`config.mk`:
```
export PLATFORM = sky130hd
export DESIGN_NAME = div16s_8s_seq
export DESIGN_NICKNAME = d
export VERILOG_FILES = /design/src/rtl/div16s_8s_seq.sv
export SDC_FILE = /design/constraint.sdc
export NUM_CORES = 1
export LEC_CHECK = 0
export CAP_MARGIN = 20
export CORE_MARGIN = 5
export CORE_UTILIZATION = 50
export DETAILED_ROUTE_END_ITERATION = 6
export HOLD_SLACK_MARGIN = 0.08
export PLACE_DENSITY_LB_ADDON = 0.3
export SYNTH_ARGS = -nofsm -noshare
export SYNTH_HDL_FRONTEND = slang
export SYNTH_SLANG_ARGS = --single-unit
export TNS_END_PERCENT = 100
```
`constraint.sdc`:
```
create_clock -name clk -period 4.2 [get_ports clk]
set_clock_uncertainty 0.05 [all_clocks]
set_input_delay 0.84 -clock clk [delete_from_list [all_inputs] [get_ports clk]]
set_output_delay 0.84 -clock clk [all_outputs]
set_load 0.005 [all_outputs]
```
`src/rtl/div16s_8s_seq.sv`:
```
// Iterative signed divider: 16-bit dividend / 8-bit divisor, restoring on magnitudes, one quotient bit per cycle.
// Define DIV16S_FASTPATH_EN to bypass the iterations for divisors 0, +1 and -1.
module div16s_8s_seq #(
    parameter int NW = 16,
    parameter int DW = 8
) (
    input  logic          clk,
    input  logic          rst_n,
    input  logic          in_valid,
    output logic          in_ready,
    input  logic [NW-1:0] dividend,
    input  logic [DW-1:0] divisor,
    output logic          out_valid,
    input  logic          out_ready,
    output logic [NW-1:0] quotient,
    output logic [DW-1:0] remainder,
    output logic          div_zero,
    output logic          ovf
);

    generate
        if (NW != 16 || DW != 8) begin : g_bad_params
            $error("div16s_8s_seq supports only NW=16, DW=8");
        end
    endgenerate

    localparam logic [1:0] S_IDLE = 2'd0;
    localparam logic [1:0] S_CALC = 2'd1;
    localparam logic [1:0] S_FIX  = 2'd2;
    localparam logic [1:0] S_DONE = 2'd3;

    logic [1:0]    state_reg, state_next;
    logic [3:0]    cnt_reg, cnt_next;
    logic [DW:0]   rem_reg, rem_next;
    logic [NW-1:0] quo_reg, quo_next;
    logic [DW:0]   dvs_mag_reg, dvs_mag_next;
    logic          sn_reg, sn_next;
    logic          sd_reg, sd_next;
    logic          zero_reg, zero_next;
    logic          ovfp_reg, ovfp_next;
    logic          valid_reg, valid_next;
    logic [NW-1:0] q_out_reg, q_out_next;
    logic [DW-1:0] r_out_reg, r_out_next;
    logic          dz_reg, dz_next;
    logic          ov_reg, ov_next;

    // Magnitudes are taken one bit wider so -32768 and -128 do not wrap.
    logic [NW:0]   dvd_ext, dvd_abs;
    logic [DW:0]   dvs_ext, dvs_abs;
    logic [DW:0]   shifted;
    logic [DW+1:0] trial;

    always_comb begin
        dvd_ext = {dividend[NW-1], dividend};
        dvd_abs = dvd_ext[NW] ? (~dvd_ext + 1'b1) : dvd_ext;
        dvs_ext = {divisor[DW-1], divisor};
        dvs_abs = dvs_ext[DW] ? (~dvs_ext + 1'b1) : dvs_ext;
        shifted = {rem_reg[DW-1:0], quo_reg[NW-1]};
        trial   = {1'b0, shifted} - {1'b0, dvs_mag_reg};
    end

    always_comb begin
        state_next   = state_reg;
        cnt_next     = cnt_reg;
        rem_next     = rem_reg;
        quo_next     = quo_reg;
        dvs_mag_next = dvs_mag_reg;
        sn_next      = sn_reg;
        sd_next      = sd_reg;
        zero_next    = zero_reg;
        ovfp_next    = ovfp_reg;
        valid_next   = valid_reg;
        q_out_next   = q_out_reg;
        r_out_next   = r_out_reg;
        dz_next      = dz_reg;
        ov_next      = ov_reg;
        case (state_reg)
            S_IDLE: begin
                if (in_valid) begin
                    quo_next     = dvd_abs[NW-1:0];
                    dvs_mag_next = dvs_abs;
                    sn_next      = dividend[NW-1];
                    sd_next      = divisor[DW-1];
                    zero_next    = (divisor == '0);
                    ovfp_next    = (dividend == {1'b1, {(NW-1){1'b0}}}) && (divisor == '1);
                    rem_next     = '0;
                    cnt_next     = 4'd15;
                    state_next   = S_CALC;
`ifdef DIV16S_FASTPATH_EN
                    // With |divisor| <= 1 the loaded registers already hold the iterative result.
                    if (dvs_abs <= 9'd1) begin
                        state_next = S_FIX;
                    end
`endif
                end
            end
            S_CALC: begin
                if (!trial[DW+1]) begin
                    rem_next = trial[DW:0];
                    quo_next = {quo_reg[NW-2:0], 1'b1};
                end else begin
                    rem_next = shifted;
                    quo_next = {quo_reg[NW-2:0], 1'b0};
                end
                cnt_next = cnt_reg - 4'd1;
                if (cnt_reg == 4'd0) begin
                    state_next = S_FIX;
                end
            end
            S_FIX: begin
                if (zero_reg) begin
                    q_out_next = '1;
                    r_out_next = '0;
                end else begin
                    q_out_next = (sn_reg ^ sd_reg) ? (~quo_reg + 1'b1) : quo_reg;
                    r_out_next = sn_reg ? (~rem_reg[DW-1:0] + 1'b1) : rem_reg[DW-1:0];
                end
                dz_next    = zero_reg;
                ov_next    = ovfp_reg;
                valid_next = 1'b1;
                state_next = S_DONE;
            end
            S_DONE: begin
                if (out_ready) begin
                    valid_next = 1'b0;
                    dz_next    = 1'b0;
                    ov_next    = 1'b0;
                    state_next = S_IDLE;
                end
            end
            default: state_next = S_IDLE;
        endcase
    end

    always_ff @(posedge clk or negedge rst_n) begin
        if (!rst_n) begin
            state_reg   <= S_IDLE;
            cnt_reg     <= '0;
            rem_reg     <= '0;
            quo_reg     <= '0;
            dvs_mag_reg <= '0;
            sn_reg      <= 1'b0;
            sd_reg      <= 1'b0;
            zero_reg    <= 1'b0;
            ovfp_reg    <= 1'b0;
            valid_reg   <= 1'b0;
            q_out_reg   <= '0;
            r_out_reg   <= '0;
            dz_reg      <= 1'b0;
            ov_reg      <= 1'b0;
        end else begin
            state_reg   <= state_next;
            cnt_reg     <= cnt_next;
            rem_reg     <= rem_next;
            quo_reg     <= quo_next;
            dvs_mag_reg <= dvs_mag_next;
            sn_reg      <= sn_next;
            sd_reg      <= sd_next;
            zero_reg    <= zero_next;
            ovfp_reg    <= ovfp_next;
            valid_reg   <= valid_next;
            q_out_reg   <= q_out_next;
            r_out_reg   <= r_out_next;
            dz_reg      <= dz_next;
            ov_reg      <= ov_next;
        end
    end

    assign in_ready  = (state_reg == S_IDLE);
    assign out_valid = valid_reg;
    assign quotient  = q_out_reg;
    assign remainder = r_out_reg;
    assign div_zero  = dz_reg;
    assign ovf       = ov_reg;

endmodule

```
==> results.yml <==
global_route:
  grtUsageTotal_pct: 19.6
  grt_pass1_vias: 3435
  grt_pass1_wl_um: 16500
  antenna_found_initial: 0
  grt_max_degree: 45
  grt_overflow: 0
synthesis:
  synth-seq-cells: 70
  synth_edf_count: 0
  netlist.area_leader.share_pct: 40.7
  ys.flop_type: "dfrtp_1"
  syn_nets: 529
  synth_area_um2: 4300
  ys_seq_area_share_pct: 40.7
  synth_cells: 481
  yosysUniqueCellTypes: 49
  synthArstFlopShare_pct: 100
  yosys-top-cells-area: "dfrtp_1 (41%), ha_1 (5.5%), o21ai_0 (4.9%), xnor2_1 (4.3%), nand2_1 (4.1%)"
  syn_avg_cell_area_um2: 8.95
  ys_warn_count: 0
  synth.top_cells.by_count: "dfrtp_1 (70), nand2_1 (47), o21ai_0 (42), nor2_1 (39), inv_1 (35)"
  yosysMostFrequentCell: "dfrtp_1"
  yosysTopAreaCell: "dfrtp_1"
routing:
  wl_met2_um: 4380
  wl_met3_um: 492
  ant_nets: 0
  highest_layer: "met4"
  routedWlPerCell_um: 15.1
  drt-initial-drc-count: 230
  route.detailed.drc: 0
  vias: 3671
  wirelength_um: 9710
  wl_met1_um: 4740
  via_per_inst: 5.71
  dr.pass1.iters: 5
clocking:
  cts_setup_buffers: 0
  ctsResizeCount: 0
  cts_tree: "yes"
  cts.sinks: 70
  clock_latency_ns: 0.35
  h-tree-depth: 3
  cts_buffer_depth: 2
  clk_pin_slew_ns: 0.08
  root_buffer: "clkbuf_8"
  holdBufCountCts: 0
  numCtsBuffers: 9
cells_and_area:
  drive_above_1_share_pct: 5.95
  antennaDiodeCount: 0
  area_growth_pct: 20.6
  nets: 581
placement:
  dpl.hpwl_um: 7340
  gp_congestion: 0.883
  portBuffers: 55
worst_setup_path:
  required_ns: 3.31
  crit_fanout: 10
  crit_type: "reg -> out"
  worstPathArrival_ns: 1.86
  start_kind: "flip-flop"
  crit_path_end_kind: "output pin"
die:
  dieArea_um2: 10600
  row_count: 33
  core_area_um2: 8300
  fp.dieH_um: 103
  io-pin-count: 56
  initial_core_util_pct: 51.9
  die_w_um: 103
min_path:
  hold_path.class: "in -> async"
run_status:
  outcome: "completed"
sta:
  finalCritPeriodShare_pct: 65.4
  slew_viol_final: 0
  fin_setup_tns_ns: 0
  period_minus_slack_ns: 2.75
  setup_viol: 0
  rsz0062_at_grt: "false"
  max_freq_ghz: 0.364
  finalHoldViolCount: 0
  slew-limit-headroom_pct: 46.3
  worstMarginPinSlew_ns: 0.803
power:
  power_mw: 4.06
  powerDensity_nw_per_um2: 783
  leakagePower_nw: 2.21
  ir_drop_mv: 0.296
job:
  max_cap_viol_count: 0
worst max-delay path, cell delays in order (launching register included):
cell and delay [ns]:
dfrtp_1 0.41, inv_1 0.11, ha_1 0.41, clkdlybuf4s50_1 0.58
logic make-up after synthesis:
| kind of cell | after synthesis | synth area share (%) |
|---|---|---|
| AND/OR/NAND/NOR | 143 | 16.1 |
| AO/OA/AOI/OAI | 135 | 20.0 |
| flip-flops | 70 | 40.7 |
| buffers and inverters | 55 | 4.88 |
| XOR/XNOR | 41 | 8.34 |
| adder cells (fa/ha/maj) | 20 | 5.99 |
| multiplexers | 17 | 4.01 |
cells in the final DEF, fill, tap and decap left out, types with 10 or more instances in the layout:
cell,Yosys,routed
clkbuf_8,0,11
a21oi_1,28,28
xor2_1,20,20
xnor2_1,21,21
o31ai_1,13,13
o22ai_1,10,10
nand2_1,47,47
o21ai_0,42,42
mux2i_1,15,15
nor3_1,11,11
or3_1,10,10
ha_1,19,19
nor2_1,39,39
dfrtp_1,70,70
clkdlybuf4s50_1,0,54
inv_1,35,35
area by class of cell:
| class | count | area (um^2) |
|---|---|---|
| Fill cell | 730 | 3110 |
| Multi-Input combinational cell | 356 | 2340 |
| Sequential cell | 70 | 1750 |
| Timing Repair Buffer | 60 | 596 |
| Clock buffer | 11 | 151 |
| Inverter | 36 | 135 |
| Tap cell | 105 | 131 |
| Clock inverter | 5 | 81.3 |
per-layer routing:
| layer | up-vias | track usage, % |
|---|---|---|
| li1 | 1814 | - |
| met1 | 1750 | 28.4 |
| met2 | 99 | 30.3 |
| met3 | 8 | 3.52 |
| met4 | 0 | 5.68 |
| met5 | - | 0 |
worst paths after layout:
path	cells past startpoint	slack [ns]	endpoint	start
max	3	1.45	in_ready	state_reg[0]$_DFFE_PN0P_
min	1	0.23	quo_reg[7]$_DFFE_PN0P_	rst_n
max reg2reg	7	1.57	quo_reg[15]$_DFFE_PN0P_	state_reg[0]$_DFFE_PN0P_
min reg2reg	2	0.43	dvs_mag_reg[2]$_DFFE_PN0P_	dvs_mag_reg[2]$_DFFE_PN0P_
max in group asynchronous	3	3.06	quotient[14]$_DFFE_PN0P_	rst_n
min in group clk	2	0.43	dvs_mag_reg[2]$_DFFE_PN0P_	dvs_mag_reg[2]$_DFFE_PN0P_
where the power goes:
group	switching [mW]	internal (mW)
logic	1.20	0.989
clock network	0.257	0.367
registers	0.285	0.966
metrics by stage:
step                hold WS, ns  util, %  setup WS (ns)  std cells  cell area, um^2
detailed placement        0.420     59.5           1.15        626             4940
CTS                       0.436     62.3           1.43        642             5170
global route              0.218     62.5           1.29        643             5190
global placement          0.413     59.5           1.17        626             4940
floorplan                 0.399        -           1.69        481             4300
finish                    0.231     62.5           1.45        643             5190
(Power assumes the default switching activity.)
==> RTL edit: new RTL, same flow settings <==
Build with the macro `DIV16S_FASTPATH_EN` defined.
--- a/src/rtl/div16s_8s_seq.sv
+++ b/src/rtl/div16s_8s_seq.sv
@@ -1,5 +1,7 @@
 // Iterative signed divider: 16-bit dividend / 8-bit divisor, restoring on magnitudes, one quotient bit per cycle.
 // Define DIV16S_FASTPATH_EN to bypass the iterations for divisors 0, +1 and -1.
+`define DIV16S_FASTPATH_EN
+
 module div16s_8s_seq #(
     parameter int NW = 16,
     parameter int DW = 8
Function: changed (Yosys sat finds a counterexample within 4 cycles, from zero or initial values and one cycle with rst_n low).
==> RTL edit against the unedited design <==
- setup slack worse by 0.20 ns
- sequential share of layout area rose by 0.16 points
- sequential cell count stayed put
- hold slack improved by 0.19 ns
- power grew 3.0%
- synthesized area down 0.76%
- core utilization about the same
- routed wire length grew 4.5%
- first-iteration DRC count down 1.7%
- design area down 0.48%
- largest cell class unchanged
==> RTL edit: results (changes against the unedited design) <==
| Metric | Value |
|---|---|
| Outcome | finished clean |
| Worst-case vdd ir drop | 0.320 mV (+8.1%) |
| FF-to-FF setup slack | 1.25 ns (-0.32 ns) |
| Clock slew at reported path FFs | 0.08 ns (about the same) |
| Reg2Reg Depth | 6 (-1) |
| Worst slew pin tran | 1.00 ns (+0.200 ns) |
| GPL Wtd Cong | 0.850 (-3.7%) |
| Post-Synth XOR/XNOR Area | 8.82% (+0.47 points) |
| H-tree lvl count | 3 (unchanged) |
| First-pass GRT wire length | 17.1 mm (+3.9%) |
| Sequential area share after synthesis | 41.0% (+0.31 points) |
| Post-CTS Repair Setup Buffers | 0 (unchanged) |
| Share of cells above drive strength 1 | 4.60% (-1.4 points) |
| Placed instance count | 633 (+1.1%) |
| Worst Setup EP | quo_reg[6]$_DFFE_PN0P_ |
| Crit. Startpoint | state_reg[1]$_DFFE_PN0P_ |
| Root Buffer | clkbuf_8 |
| Post-CTS Resized | 0 (unchanged) |
| Synth cell count leaders | dfrtp_1, nor2_1, nand2_1 |
| Worst EP arrival | 3.16 ns (+1.30 ns) |
| CP Max Fanout | 19 (+9) |
| Ys async rst share | 100% (unchanged) |
| Routed len/inst | 15.6 um (+3.5%) |
| Synth Area in Adders | 6.03% (+0.046 points) |
| DR vias/cell | 5.82 (+1.9%) |
| Clock Latency Late Sink | 0.34 ns |
| Global Route Usage Sum | 20.4% (+0.82 points) |
| Net Count, Synth | 538 (+1.7%) |
| Yosys cell types | 50 (+2.0%) |
| Largest net degree at the start of global routing | 47 (+4.4%) |
| Antenna diodes | 0 (unchanged) |
| Synth Area in Compound Gates | 18.9% (-1.1 points) |
| Ys Warns | 0 (unchanged) |
| Port buffer count | 55 (unchanged) |
| Worst min path class | in2async |
| Initial DRC count | 226 (-1.7%) |
| Net count, final | 587 (+1.0%) |
| Switching share of power | 41.9% (-0.94 points) |
| Post-synthesis mux area share | 3.63% (-0.38 points) |
| Clock buffer count from CTS | 9 (unchanged) |
| Initial antenna violation count | 0 (unchanged) |
| CP max stage cell | o21ai_1 |
| Primary FF master, synth | dfrtp_1 |
| Drt pass-1 iters | 5 (unchanged) |
| Total leakage power | 2.20 nW (-0.61%) |
| Total routed wirelength | 10.1 mm (+4.5%) |
| Vias in the first global route | 3538 (+3.0%) |
| Worst stage delay on the critical path | 0.87 ns (+0.29 ns) |
| Max Buffers Root-to-Sink | 2 (unchanged) |
| CP top delay family | compound AO/OA/AOI/OAI gates |
| Placed wire-length estimate | 7.47 mm (+1.8%) |
| Dominant cells by area after synthesis | dfrtp_1, ha_1, o21ai_0 |
| Post-Syn Area per Cell | 8.72 um2 (-2.6%) |
==> RTL edit: changes by cell type in the layout (fill, tap and decap cells not counted), sizes merged, moves of 4 or more <==
cell	change
nor2	+15
a21oi	+10
nor3	-6
mux2i	-4
o31ai	-6
o41ai	-4
==> RTL edit: area by class of cell <==
type,instances,area [um2]
multi-input cells,367,2320
fillers,700,3090
inverters,33,124
clock buffers,9,124
clock inverters,7,145
well taps,105,131
flip-flops and latches,70,1750
repair buffers,58,568
==> RTL edit: power by group through the flow <==
stage          Combinational (mW)  Sequential (mW)  Clock (mW)
5_1_grt                      2.44             1.31       0.768
6_report                     2.19             1.26       0.725
4_1_cts                      2.18             1.26       0.731
2_1_floorplan                1.56             1.19           0
3_3_place_gp                 2.09             1.25           0
3_5_place_dp                 2.16             1.27           0
==> RTL edit: stage by stage <==
step	area, um2	power, mW	worst slack, ns
after global routing	5160	4.52	0.947
after global placement	4890	3.34	1.11
after floorplan	4270	2.75	1.73
after detailed placement	4890	3.43	0.995
final	5160	4.18	1.25
after CTS	5160	4.17	1.32
==> RTL edit: layer usage <==
layer	global-route usage [%]	vias up	part of all wire, %
li1	-	1827	-
met4	7.27	0	1.7
met5	0	-	0
met2	31.5	132	46
met3	3.55	20	6.7
met1	29.0	1797	46
==> RTL edit: cell families after synthesis <==
group / count (synthesis)
simple gates: 156
compound gates: 133
flops: 70
buf+inv: 53
xor+xnor: 43
fa+ha+maj: 20
mux: 15
==> RTL edit: worst min path at each step <==
stage / to / slack [ns] / depth (start not counted)
finish: remainder[4]$_DFFE_PN0P_ / 0.42 / 1
global route: quotient[13]$_DFFE_PN0P_ / 0.45 / 1
CTS: quotient[13]$_DFFE_PN0P_ / 0.42 / 1
detailed placement: dvs_mag_reg[6]$_DFFE_PN0P_ / 0.42 / 2
global placement: dvs_mag_reg[5]$_DFFE_PN0P_ / 0.41 / 2
floorplan: dvs_mag_reg[7]$_DFFE_PN0P_ / 0.40 / 2
